`src/rtl/pipe_ctrl_pkg.sv`:
```
// Shared constants for the pipeline controller:
// exception codes, stall vectors and FSM states.
package pipe_ctrl_pkg;

    localparam logic [31:0] ZeroWord = 32'h0000_0000;

    // Exception codes carried from the MEM stage
    localparam logic [3:0] EXC_NONE = 4'h0;
    localparam logic [3:0] EXC_INT  = 4'h1;
    localparam logic [3:0] EXC_RI   = 4'ha;
    localparam logic [3:0] EXC_OV   = 4'hc;
    localparam logic [3:0] EXC_SYS  = 4'hd;
    localparam logic [3:0] EXC_ERET = 4'he;

    // Stall vectors {wb,mem,ex,id,if,pc}
    localparam logic [5:0] STALL_NONE = 6'b000000;
    localparam logic [5:0] STALL_IF   = 6'b000011;
    localparam logic [5:0] STALL_ID   = 6'b000111;
    localparam logic [5:0] STALL_EX   = 6'b001111;
    localparam logic [5:0] STALL_MEM  = 6'b011111;

    typedef enum logic {
        ST_RUN   = 1'b0,
        ST_FLUSH = 1'b1
    } state_e;

    // Redirect target for a committed exception code
    function automatic logic [31:0] exc_target(
        input logic [3:0]  code,
        input logic [31:0] epc,
        input logic [31:0] exc_vec,
        input logic [31:0] ri_vec
    );
        logic [31:0] t;
        case (code)
            EXC_RI:   t = ri_vec;
            EXC_ERET: t = epc;
            default:  t = exc_vec;
        endcase
        return t;
    endfunction

endpackage

```
`src/rtl/pipe_ctrl_stall_arb.sv`:
```
// Stall request priority encoder and
// runaway-stall watchdog.
module pipe_ctrl_stall_arb
    import pipe_ctrl_pkg::*;
#(
    parameter int unsigned STALL_LIMIT = 255
) (
    input  logic       clk,
    input  logic       rst_n,
    input  logic       stallreq_if_i,
    input  logic       stallreq_id_i,
    input  logic       stallreq_ex_i,
    input  logic       stallreq_mem_i,
    input  logic       flush_i,
    output logic [5:0] stall_o,
    output logic       wdog_err_o
);

    logic [5:0] stall_raw;
    logic [7:0] stall_cnt_q, stall_cnt_d;
    logic       wdog_q, wdog_d;

    // Deepest requesting stage wins; a flush overrides any stall
    always_comb begin
        stall_raw = STALL_NONE;
        if (stallreq_mem_i)
            stall_raw = STALL_MEM;
        else if (stallreq_ex_i)
            stall_raw = STALL_EX;
        else if (stallreq_id_i)
            stall_raw = STALL_ID;
        else if (stallreq_if_i)
            stall_raw = STALL_IF;
        stall_o = flush_i ? STALL_NONE : stall_raw;
    end

    // Saturating consecutive-stall counter and sticky trip flag
    always_comb begin
        stall_cnt_d = stall_cnt_q;
        if (stall_o == STALL_NONE)
            stall_cnt_d = 8'd0;
        else if (stall_cnt_q != 8'hff)
            stall_cnt_d = stall_cnt_q + 8'd1;
        wdog_d = wdog_q | (stall_cnt_q == 8'(STALL_LIMIT));
    end

    // Watchdog state
    always_ff @(posedge clk or negedge rst_n) begin
        if (!rst_n) begin
            stall_cnt_q <= 8'd0;
            wdog_q      <= 1'b0;
        end else begin
            stall_cnt_q <= stall_cnt_d;
            wdog_q      <= wdog_d;
        end
    end

    assign wdog_err_o = wdog_q;

endmodule

```
`src/rtl/pipe_ctrl.sv`:
```
// Pipeline controller: stall arbitration plus
// exception / interrupt / eret flush sequencing.
module pipe_ctrl
    import pipe_ctrl_pkg::*;
#(
    parameter logic [31:0] EXC_VEC     = 32'h8000_0004,
    parameter logic [31:0] RI_VEC      = 32'h8000_0008,
    parameter int unsigned FLUSH_CYC   = 1,
    parameter int unsigned STALL_LIMIT = 255
) (
    input  logic        clk,
    input  logic        rst_n,
    input  logic        stallreq_if,
    input  logic        stallreq_id,
    input  logic        stallreq_ex,
    input  logic        stallreq_mem,
    input  logic        excp_valid,
    input  logic [3:0]  execode_i,
    input  logic [31:0] cp0_epc_i,
    input  logic        int_pending,
    output logic [5:0]  stall,
    output logic        flush,
    output logic [31:0] new_pc,
    output logic        int_ack,
    output logic        wdog_err
);

    state_e      state_q;
    logic        flush_q;
    logic [31:0] new_pc_q;
    logic        int_ack_q;
    logic [1:0]  flush_cnt_q;

    logic        take_exc;
    logic        take_int;

    // Exceptions outrank interrupts; MEM stall defers both
    always_comb begin
        take_exc = !stallreq_mem && excp_valid
                   && (execode_i != EXC_NONE);
        take_int = !stallreq_mem && !excp_valid
                   && int_pending;
    end

    // Redirect FSM with registered flush, target and ack
    always_ff @(posedge clk or negedge rst_n) begin
        if (!rst_n) begin
            state_q     <= ST_RUN;
            flush_q     <= 1'b0;
            new_pc_q    <= ZeroWord;
            int_ack_q   <= 1'b0;
            flush_cnt_q <= 2'd0;
        end else begin
            int_ack_q <= 1'b0;
            case (state_q)
                ST_RUN: begin
                    if (take_exc) begin
                        state_q     <= ST_FLUSH;
                        flush_q     <= 1'b1;
                        flush_cnt_q <= 2'(FLUSH_CYC - 1);
                        new_pc_q    <= exc_target(execode_i, cp0_epc_i,
                                                  EXC_VEC, RI_VEC);
                    end else if (take_int) begin
                        state_q     <= ST_FLUSH;
                        flush_q     <= 1'b1;
                        flush_cnt_q <= 2'(FLUSH_CYC - 1);
                        new_pc_q    <= EXC_VEC;
                        int_ack_q   <= 1'b1;
                    end
                end
                ST_FLUSH: begin
                    if (flush_cnt_q == 2'd0) begin
                        state_q <= ST_RUN;
                        flush_q <= 1'b0;
                    end else begin
                        flush_cnt_q <= flush_cnt_q - 2'd1;
                    end
                end
                default: begin
                    state_q <= ST_RUN;
                    flush_q <= 1'b0;
                end
            endcase
        end
    end

    pipe_ctrl_stall_arb #(
        .STALL_LIMIT(STALL_LIMIT)
    ) u_stall_arb (
        .clk           (clk),
        .rst_n         (rst_n),
        .stallreq_if_i (stallreq_if),
        .stallreq_id_i (stallreq_id),
        .stallreq_ex_i (stallreq_ex),
        .stallreq_mem_i(stallreq_mem),
        .flush_i       (flush_q),
        .stall_o       (stall),
        .wdog_err_o    (wdog_err)
    );

    assign flush   = flush_q;
    assign new_pc  = new_pc_q;
    assign int_ack = int_ack_q;

endmodule

```
`config.mk`:
```
export PLATFORM = sky130hd
export DESIGN_NAME = pipe_ctrl
export DESIGN_NICKNAME = d
export VERILOG_FILES = /design/src/rtl/pipe_ctrl_pkg.sv /design/src/rtl/pipe_ctrl_stall_arb.sv /design/src/rtl/pipe_ctrl.sv
export SDC_FILE = /design/constraint.sdc
export NUM_CORES = 1
export LEC_CHECK = 0
export BUFFER_PORTS_ARGS = -buffer_cell sky130_fd_sc_hd__buf_2
export CORE_MARGIN = 2
export CORE_UTILIZATION = 50
export CTS_BUF_LIST = sky130_fd_sc_hd__clkbuf_4 sky130_fd_sc_hd__clkbuf_8
export CTS_CLUSTER_SIZE = 14
export DETAILED_ROUTE_END_ITERATION = 10
export MAX_ROUTING_LAYER = met4
export PLACE_DENSITY_LB_ADDON = 0.25
export SLEW_MARGIN = 20
export SYNTH_ARGS = -nofsm -noshare
export SYNTH_HDL_FRONTEND = slang
export SYNTH_HIERARCHICAL = 1
export SYNTH_SLANG_ARGS = --single-unit
export TNS_END_PERCENT = 30
```
`constraint.sdc`:
```
create_clock -name clk -period 1.8 [get_ports clk]
set_input_delay 0.09 -clock clk [delete_from_list [all_inputs] [get_ports clk]]
set_output_delay 0.09 -clock clk [all_outputs]
set_load 0.01 [all_outputs]
```
==> run metrics, run 1 <==
status=complete, no violations; RSZ-0062 raised after global routing=no; H-tree depth=2; CTS Buf Count=5; relative slew slack=0.614; largest net degree at the start of global routing=47; Core ar.=0.00441 mm^2; first-pass GRT wire length=7.86 mm; dpl hpwl=3.27 mm; Setup TNS Final=0 ns; clock sink count=46; Worst Hold Class=input port to register; Max Slew Vio Count=0; fin area=0.00285 mm^2; Layout Skew=0.00478 ns; vias=1758; Site Rows=24; Core Util, Final=0.647; # Max-Cap Violations=0; worst hold stages=2; Top FF cell, synth=dfrtp_1; I/O pin count=85; highest clock rate=0.607 GHz; PnR worst setup slack=0.152 ns; post-synth net total=237; Die ar.=0.00520 mm^2; Initial Utilization=0.525; Synth area leaders=dfrtp_1 50%, mux2_4 16%, and3_1 8.1%; Synth cell types=40; Remaining Overflow, GRT=0; I/O Buffers=83; Horiz. Die Dim=72.1 um; Worst R2R Path Depth=4; Area Overhead vs Synth=23.1%; setup violators final=0; Synth Cell Area=0.00232 mm^2; aggregate routed wire length=4.62 mm; Synth Instances=191; Synth top cells by count=46 x dfrtp_1, 30 x and3_1, 25 x mux2_4; sequential element share of the synthesized area=0.496; Clock transition at path regs=0.08 ns; critical path class=input port to register; R2R Setup Slk=0.23 ns; # diodes=0; CTS Buffer Depth=2; Max IR drop VDD=0.000376 V; DRC Markers=0; Routability Congestion=0.824; Post-Place Worst Slack=0.147 ns; Leak=1.61 nW; Post-synth EDFFs=0; syn_area_per_cell=12.1 um^2; area leader, netlist=dfrtp_1; pin slew with the least headroom to its limit=0.579 ns; Synth Register Bits=46; Power Density=707 mW/mm^2; layout cell share with drive strength beyond 1=0.484; Detail Route Antenna Nets=0; all-layer global routing usage=0.197; CTS tree=yes; Async S/R FF share, synth=1.00; Final Critical Period=1.65 ns; top cell type's share of synthesized area=0.496; Avg WL per Cell=14.1 um; initial antenna violation count=0; Die Y=72.1 um; Setup crit start kind=input port; vias per inst=5.38; data required time of the worst path=1.98 ns; fin crit share=0.916; latest clock arrival within the worst-skew pair=0.29 ns; Filler cells=358; Nets=320; most frequent cell after synthesis=dfrtp_1; final-report hold violation count=0; initial DRC count=103; vias in the first global route=1784; YS warnings=6; Crit path arrival time=1.83 ns; Post-DP Area=0.00273 mm^2; Root Driver=clkbuf_8; CP Max Fanout=30; First-pass DRT Iterations=4; CP Capture Type=register
cell type report:
class,count,area [um^2],share of cell area
sequential,46,1150,0.403
multi-input combinational,123,1030,0.360
clock buffer,7,90.1,0.0316
inverter,8,30.0,0.0105
tap,52,65.1,0.0228
timing repair buffer,90,485,0.170
clock inverter,1,5.00,0.00175
worst max-delay path, stage by stage:
cell           delay, ns
dlygate4sd3_1       0.54
buf_2               0.13
nor4b_2             0.29
a31o_2              0.19
buf_12              0.23
mux2_2              0.36
sequential cells by signal, summed over array words and instances, names as in the netlist:
register / count
flush: 1
int_ack: 1
flush_cnt_q: 2
u_stall_arb/wdog_err_o: 1
new_pc: 32
state_q: 1
u_stall_arb/stall_cnt_q: 8
path summary, 6_finish.rpt:
check,end,from
setup / recovery,new_pc[29],excp_valid
min in group asynchronous,flush,rst_n
hold reg to reg,u_stall_arb/wdog_err_o,u_stall_arb/wdog_err_o
max in group asynchronous,new_pc[14],rst_n
setup reg to reg,new_pc[29],state_q
hold / removal,int_ack,stallreq_mem
per-stage QoR:
stage | std cells | hold WS [ns] | total power, mW
detailed placement | 317 | 0.211 | 1.40
CTS | 327 | 0.0438 | 2.05
floorplan | 191 | -0.206 | 1.29
finish | 327 | 0.0512 | 2.02
global placement | 317 | 0.206 | 1.39
global route | 327 | 0.0571 | 2.13
logic make-up after synthesis:
| group | synth area share |
|---|---|
| AO/OA/AOI/OAI | 0.0545 |
| adder cells (fa/ha/maj) | 0.0108 |
| buffers and inverters | 0.0642 |
| flip-flops | 0.496 |
| multiplexers | 0.195 |
| other | 0.00162 |
| AND/OR/NAND/NOR | 0.177 |
routing by layer:
| metal | track usage | share of wire |
|---|---|---|
| met1 | 0.238 | 0.43 |
| met2 | 0.332 | 0.50 |
| met5 | - | 0 |
| met4 | 0.0524 | 0.0082 |
| met3 | 0.0472 | 0.063 |
power by group:
group	internal [mW]	switching, mW	total, mW
sequential	1.06	0.0291	1.09
clock	0.325	0.318	0.642
combinational	0.133	0.152	0.285
total	1.52	0.499	2.02
cells in the final DEF, fill, tap and decap left out, drive strengths merged, types with 4 or more instances in the layout:
| cell type | count |
|---|---|
| buf | 88 |
| a21oi | 4 |
| nor2 | 5 |
| nor3 | 7 |
| nand3 | 4 |
| dfrtp | 46 |
| mux2 | 31 |
| and3 | 31 |
| inv | 8 |
| clkbuf | 7 |
| nand2 | 6 |
what timing repair did:
action | CTS | global route
hold buffers | 2 | 0
endpoints found under the setup margin | 0 | 6
resized for setup | 0 | 1
buffers inserted | 0 | 0
endpoints found under the hold margin | 47 | 0
Note: power is estimated with default switching activity, not from simulation.
==> run 2: changes to the inputs <==
--- a/config.mk
+++ b/config.mk
@@ -6,7 +6,6 @@
 export NUM_CORES = 1
 export LEC_CHECK = 0
 export BUFFER_PORTS_ARGS = -buffer_cell sky130_fd_sc_hd__buf_2
-export CORE_MARGIN = 2
 export CORE_UTILIZATION = 50
 export CTS_BUF_LIST = sky130_fd_sc_hd__clkbuf_4 sky130_fd_sc_hd__clkbuf_8
 export CTS_CLUSTER_SIZE = 14
==> run 2 against run 1 <==
  * Sequential share of layout area fell by 0.56 points
  * Maximum frequency fell by 5.0%
  * Clock skew barely moved
  * Highest routed layer unchanged
==> run metrics, run 2 (synthesis gave the netlist of run 1 again) <==
Site Rows=24 (unchanged); Leak=1.63 nW (+1.4%); initial antenna violation count=0 (unchanged); CP Max Fanout=16 (-47%); fin crit share=0.964 (+0.0479); critical path class=register to register; highest clock rate=0.577 GHz (-5.0%); pin slew with the least headroom to its limit=0.551 ns (-0.0282 ns); Detail Route Antenna Nets=0 (unchanged); Setup TNS Final=0 ns (unchanged); Area Overhead vs Synth=24.8%; WP buf/inv=1 (-2); Clock transition at path regs=0.08 ns (about the same); hold_sp=execode_i[3]; commonest non-fill, non-tap cell in the layout=buf_2; RSZ-0062 raised after global routing=no; CTS Buf Count=5 (unchanged); layout cell share with drive strength beyond 1=0.484 (about the same); hold endpoint=new_pc[3]; Avg WL per Cell=14.3 um (+1.4%); data required time of the worst path=1.99 ns (about the same); clock sink count=46 (unchanged); vias=1784 (+1.5%); Max IR drop VDD=0.000454 V (+21%); Final Critical Period=1.73 ns (+0.0863 ns); worst hold slack=0.0954 ns (+0.0441 ns); I/O Buffers=83 (unchanged); # Max-Cap Violations=0 (unchanged); H-tree depth=2 (unchanged); Post-DP Area=0.00275 mm^2 (+0.73%); max reg flops=32 (unchanged); Initial Utilization=0.525 (unchanged); Core ar.=0.00441 mm^2 (unchanged); final-report hold violation count=0 (unchanged); dpl hpwl=3.43 mm (+5.0%); vias per inst=5.42 (+0.86%); aggregate routed wire length=4.72 mm (+2.0%); Remaining Overflow, GRT=0 (unchanged); CTS Buffer Depth=2 (unchanged); Layout Skew=0.00437 ns (-0.000403 ns); I/O pin count=85 (unchanged); Nets=322 (+0.63%); First-pass DRT Iterations=4 (unchanged); # diodes=0 (unchanged); DRC Markers=0 (unchanged); setup violators final=0 (unchanged); Worst Hold Class=input port to register; Max Slew Vio Count=0 (unchanged); fin area=0.00289 mm^2 (+1.4%); Root Driver=clkbuf_8; origin of the critical flop-to-flop path=state_q; Routability Congestion=0.807 (-2.1%); commonest non-fill, non-tap cells in the layout=83 x buf_2, 46 x dfrtp_1, 30 x and3_1; relative slew slack=0.633 (+0.0188); Critical Path Max Stage Delay=0.41 ns (-0.13 ns); Worst path slowest cell=dfrtp_1; worst hold stages=3 (+1); status=complete, no violations; Core Util, Final=0.656 (+0.00907); latest clock arrival within the worst-skew pair=0.30 ns (about the same); Crit path arrival time=1.92 ns (+0.09 ns); all-layer global routing usage=0.213 (+0.0162); initial DRC count=52 (-50%); Power Density=751 mW/mm^2 (+6.2%); vias in the first global route=1746 (-2.1%); Filler cells=353 (-1.4%); R2R Setup Slk=0.07 ns (-0.16 ns); Top delay family on crit path=flip-flops; CTS tree=yes; largest net degree at the start of global routing=33 (-30%); crit-path cells=nor4b_1 > a31o_2 > buf_12 > mux2_2; Horiz. Die Dim=70.1 um (-2.8%); RR Endpoint=new_pc[27]; CP Capture Type=register; first-pass GRT wire length=7.93 mm (+0.88%); Setup crit start kind=register; Die Y=70.1 um (-2.8%); Die ar.=0.00491 mm^2 (-5.5%); Worst R2R Path Depth=4 (unchanged)
## run 2: cell count changes in the layout (fill, tap and decap cells not counted)
cell,delta
clkinv_2,-1
clkbuf_4,+1
buf_4,+1
nor4b_2,-1
clkbuf_8,-1
buf_12,+1
bufinv_16,+1
nor4b_1,+1
## run 2: how the worst max path moves through the flow
stage,depth (start not counted),end,start
after detailed placement,4,new_pc[27],state_q
after CTS,4,new_pc[27],state_q
after floorplan,5,new_pc[19],state_q
final,4,new_pc[27],state_q
after global placement,4,new_pc[24],state_q
after global routing,4,new_pc[27],state_q
## run 2: power breakdown
part           total, mW  leakage [nW]  switching, mW  internal, mW
Sequential          1.09         0.626         0.0293          1.06
Clock              0.783        0.0593          0.338         0.446
Combinational      0.299         0.949          0.156         0.143
Total               2.17          1.63          0.523          1.65
## run 2: worst register-to-register path, delay by kind of cell (launching register included)
| kind | cells | cell delay [ns] |
|---|---|---|
| flops | 1 | 0.41 |
| simple gates | 1 | 0.37 |
| mux | 1 | 0.35 |
| compound gates | 1 | 0.29 |
| buf+inv | 1 | 0.20 |
## run 2: repair_timing
| item | in CTS | in global routing |
|---|---|---|
| hold buffers | 2 | 0 |
| resized for setup | 0 | 0 |
| buffers inserted | 0 | 1 |
| endpoints found under the hold margin | 25 | 0 |
| setup endpoints to repair | 0 | 3 |
## run 2: area by class of cell
cell class,count,area (um^2),area share
clock buffers,7,83.8,0.0290
flip-flops and latches,46,1150,0.398
clock inverters,1,30.0,0.0104
well taps,52,65.1,0.0225
repair buffers,92,513,0.177
multi-input cells,123,1020,0.353
inverters,8,30.0,0.0104
## run 2: routing by layer
metal  share of wire  global-route usage
met1            0.46               0.267
met2            0.46               0.324
met3           0.052              0.0476
met4           0.027               0.113
met5               0                   -
## run 2: per-stage QoR
step	total power [mW]	setup WS, ns	instances
floorplan	1.29	0.261	191
global placement	1.40	0.145	318
detailed placement	1.41	0.0273	318
CTS	2.19	0.0212	328
global route	2.27	0.0269	329
finish	2.17	0.0655	329
==> run 3: changes to the inputs <==
--- a/config.mk
+++ b/config.mk
@@ -5,11 +5,12 @@
 export SDC_FILE = /design/constraint.sdc
 export NUM_CORES = 1
 export LEC_CHECK = 0
-export BUFFER_PORTS_ARGS = -buffer_cell sky130_fd_sc_hd__buf_2
+export CORE_MARGIN = 2
 export CORE_UTILIZATION = 50
 export CTS_BUF_LIST = sky130_fd_sc_hd__clkbuf_4 sky130_fd_sc_hd__clkbuf_8
 export CTS_CLUSTER_SIZE = 14
 export DETAILED_ROUTE_END_ITERATION = 10
+export DONT_BUFFER_PORTS = 1
 export MAX_ROUTING_LAYER = met4
 export PLACE_DENSITY_LB_ADDON = 0.25
 export SLEW_MARGIN = 20
==> run 3 against run 2 <==
  * Critical path depth is the same
  * Critical path type unchanged
  * Power fell by 9.3%
  * Wire length decreased by 0.95%
==> run metrics, run 3 (synthesis gave the netlist of run 1 again) <==
Max Slew Vio Count=0 (unchanged); initial DRC count=68 (+31%); fin crit share=0.902 (-0.0613); H-tree depth=2 (unchanged); Filler cells=356 (+0.85%); Core ar.=0.00441 mm^2 (unchanged); cts repair resizes=0 (unchanged); Root Driver=clkbuf_8; clock sink count=46 (unchanged); origin of the critical flop-to-flop path=state_q; CTS Buffer Depth=2 (unchanged); CTS tree=yes; critical path class=register to register; vias=1482 (-17%); Layout Skew=0.00619 ns (+0.00182 ns); hold endpoint=new_pc[3]; crit-path cells=nor4b_1 > a31o_2 > buf_12 > mux2_2; CTS Buf Count=5 (unchanged); Detail Route Antenna Nets=0 (unchanged); Max IR drop VDD=0.000393 V (-13%); Pwr Total=1.97 mW (-9.3%); Final Critical Period=1.62 ns (-0.110 ns); RR Endpoint=new_pc[24]; I/O Buffers=0 (-100%); multi-input logic area=0.00102 mm^2 (unchanged); largest net degree at the start of global routing=47 (+42%); postcts setup bufs=0 (unchanged); Die Y=72.1 um (+2.9%); latest clock arrival within the worst-skew pair=0.29 ns (about the same); hold_sp=execode_i[0]; dpl hpwl=3.23 mm (-5.9%); layout cell share with drive strength beyond 1=0.253 (-0.231); final-report hold violation count=0 (unchanged); Power Density=797 mW/mm^2 (+6.2%); Setup crit start kind=register; Worst R2R Path Depth=4 (unchanged); Site Rows=24 (unchanged); Area Overhead vs Synth=6.64%; Initial Utilization=0.525 (unchanged); First-pass DRT Iterations=4 (unchanged); DRC Markers=0 (unchanged); Clock transition at path regs=0.08 ns (about the same); status=complete, no violations; I/O pin count=85 (unchanged); relative slew slack=0.629 (-0.00406); aggregate routed wire length=4.67 mm (-0.95%); Crit path arrival time=1.81 ns (-0.11 ns); setup violators final=0 (unchanged); CP Max Fanout=27 (+11); worst hold stages=3 (unchanged); vias in the first global route=1559 (-11%); Die ar.=0.00520 mm^2 (+5.8%); # Max-Cap Violations=0 (unchanged); vias per inst=6.02 (+11%); Remaining Overflow, GRT=0 (unchanged); R2R Setup Slk=0.18 ns (+0.11 ns); Setup TNS Final=0 ns (unchanged); data required time of the worst path=1.98 ns (about the same); Worst path slowest cell=dfrtp_1; Non-Filler Instances=246 (-25%); Nets=239 (-26%); # diodes=0 (unchanged); Routability Congestion=0.796 (-1.3%); first-pass GRT wire length=7.58 mm (-4.4%); Avg WL per Cell=19.0 um (+32%); Critical Path Max Stage Delay=0.42 ns (about the same); Worst Hold Class=input port to register; all-layer global routing usage=0.196 (-0.0176); commonest non-fill, non-tap cells in the layout=46 x dfrtp_1, 30 x and3_1, 25 x mux2_4; placed cell count=233 (-27%); register area=0.00115 mm^2 (unchanged); Leak=1.25 nW (-23%); commonest non-fill, non-tap cell in the layout=dfrtp_1; CP Capture Type=register; max reg flops=32 (unchanged); pin slew with the least headroom to its limit=0.557 ns (+0.00567 ns); highest clock rate=0.616 GHz (+6.8%); RSZ-0062 raised after global routing=no; Horiz. Die Dim=72.1 um (+2.9%); initial antenna violation count=0 (unchanged)
[run 3: what timing repair did]
action | CTS | global route
endpoints found under the hold margin | 48 | 0
endpoints found under the setup margin | 0 | 0
hold buffers | 5 | 0
[run 3: metrics by stage]
step | hold slack [ns] | utilization | setup WS (ns) | area (um^2)
6_report | 0.0261 | 0.560 | 0.176 | 2470
5_1_grt | 0.0191 | 0.560 | 0.0317 | 2470
4_1_cts | 0.0158 | 0.560 | 0.180 | 2470
3_5_place_dp | -0.205 | 0.523 | 0.161 | 2310
3_3_place_gp | -0.204 | 0.523 | 0.221 | 2310
2_1_floorplan | -0.206 | - | 0.261 | 2320
[run 3: area by class of cell]
type	instances	area share
clock inverters	1	0.00202
repair buffers	9	0.0445
multi-input cells	123	0.413
well taps	52	0.0263
flip-flops and latches	46	0.466
clock buffers	7	0.0364
inverters	8	0.0121
[run 3: worst max-delay path by stage]
stage	startpoint	end	slack, ns	cells past startpoint
final	state_q	new_pc[24]	0.18	4
after global routing	state_q	new_pc[25]	0.03	4
after CTS	state_q	new_pc[24]	0.18	4
after detailed placement	state_q	new_pc[24]	0.16	4
after global placement	state_q	new_pc[28]	0.22	4
after floorplan	state_q	new_pc[19]	0.26	5
[run 3: where the power goes]
part	leakage, nW	internal [mW]	switching (mW)
combinational	0.573	0.0868	0.124
clock	0.0517	0.325	0.335
sequential	0.626	1.06	0.0383
total	1.25	1.47	0.497
[run 3: worst max-delay path: cells and delay by family, from the launching register on]
kind | cells | cell delay (ns)
AND/OR/NAND/NOR | 1 | 0.31
flip-flops | 1 | 0.42
AO/OA/AOI/OAI | 1 | 0.21
multiplexers | 1 | 0.36
buffers and inverters | 1 | 0.22
[run 3: per-layer routing]
metal,GRT usage,part of all wire
met1,0.226,0.40
met5,-,0
met4,0.0839,0.018
met3,0.0569,0.068
met2,0.319,0.51
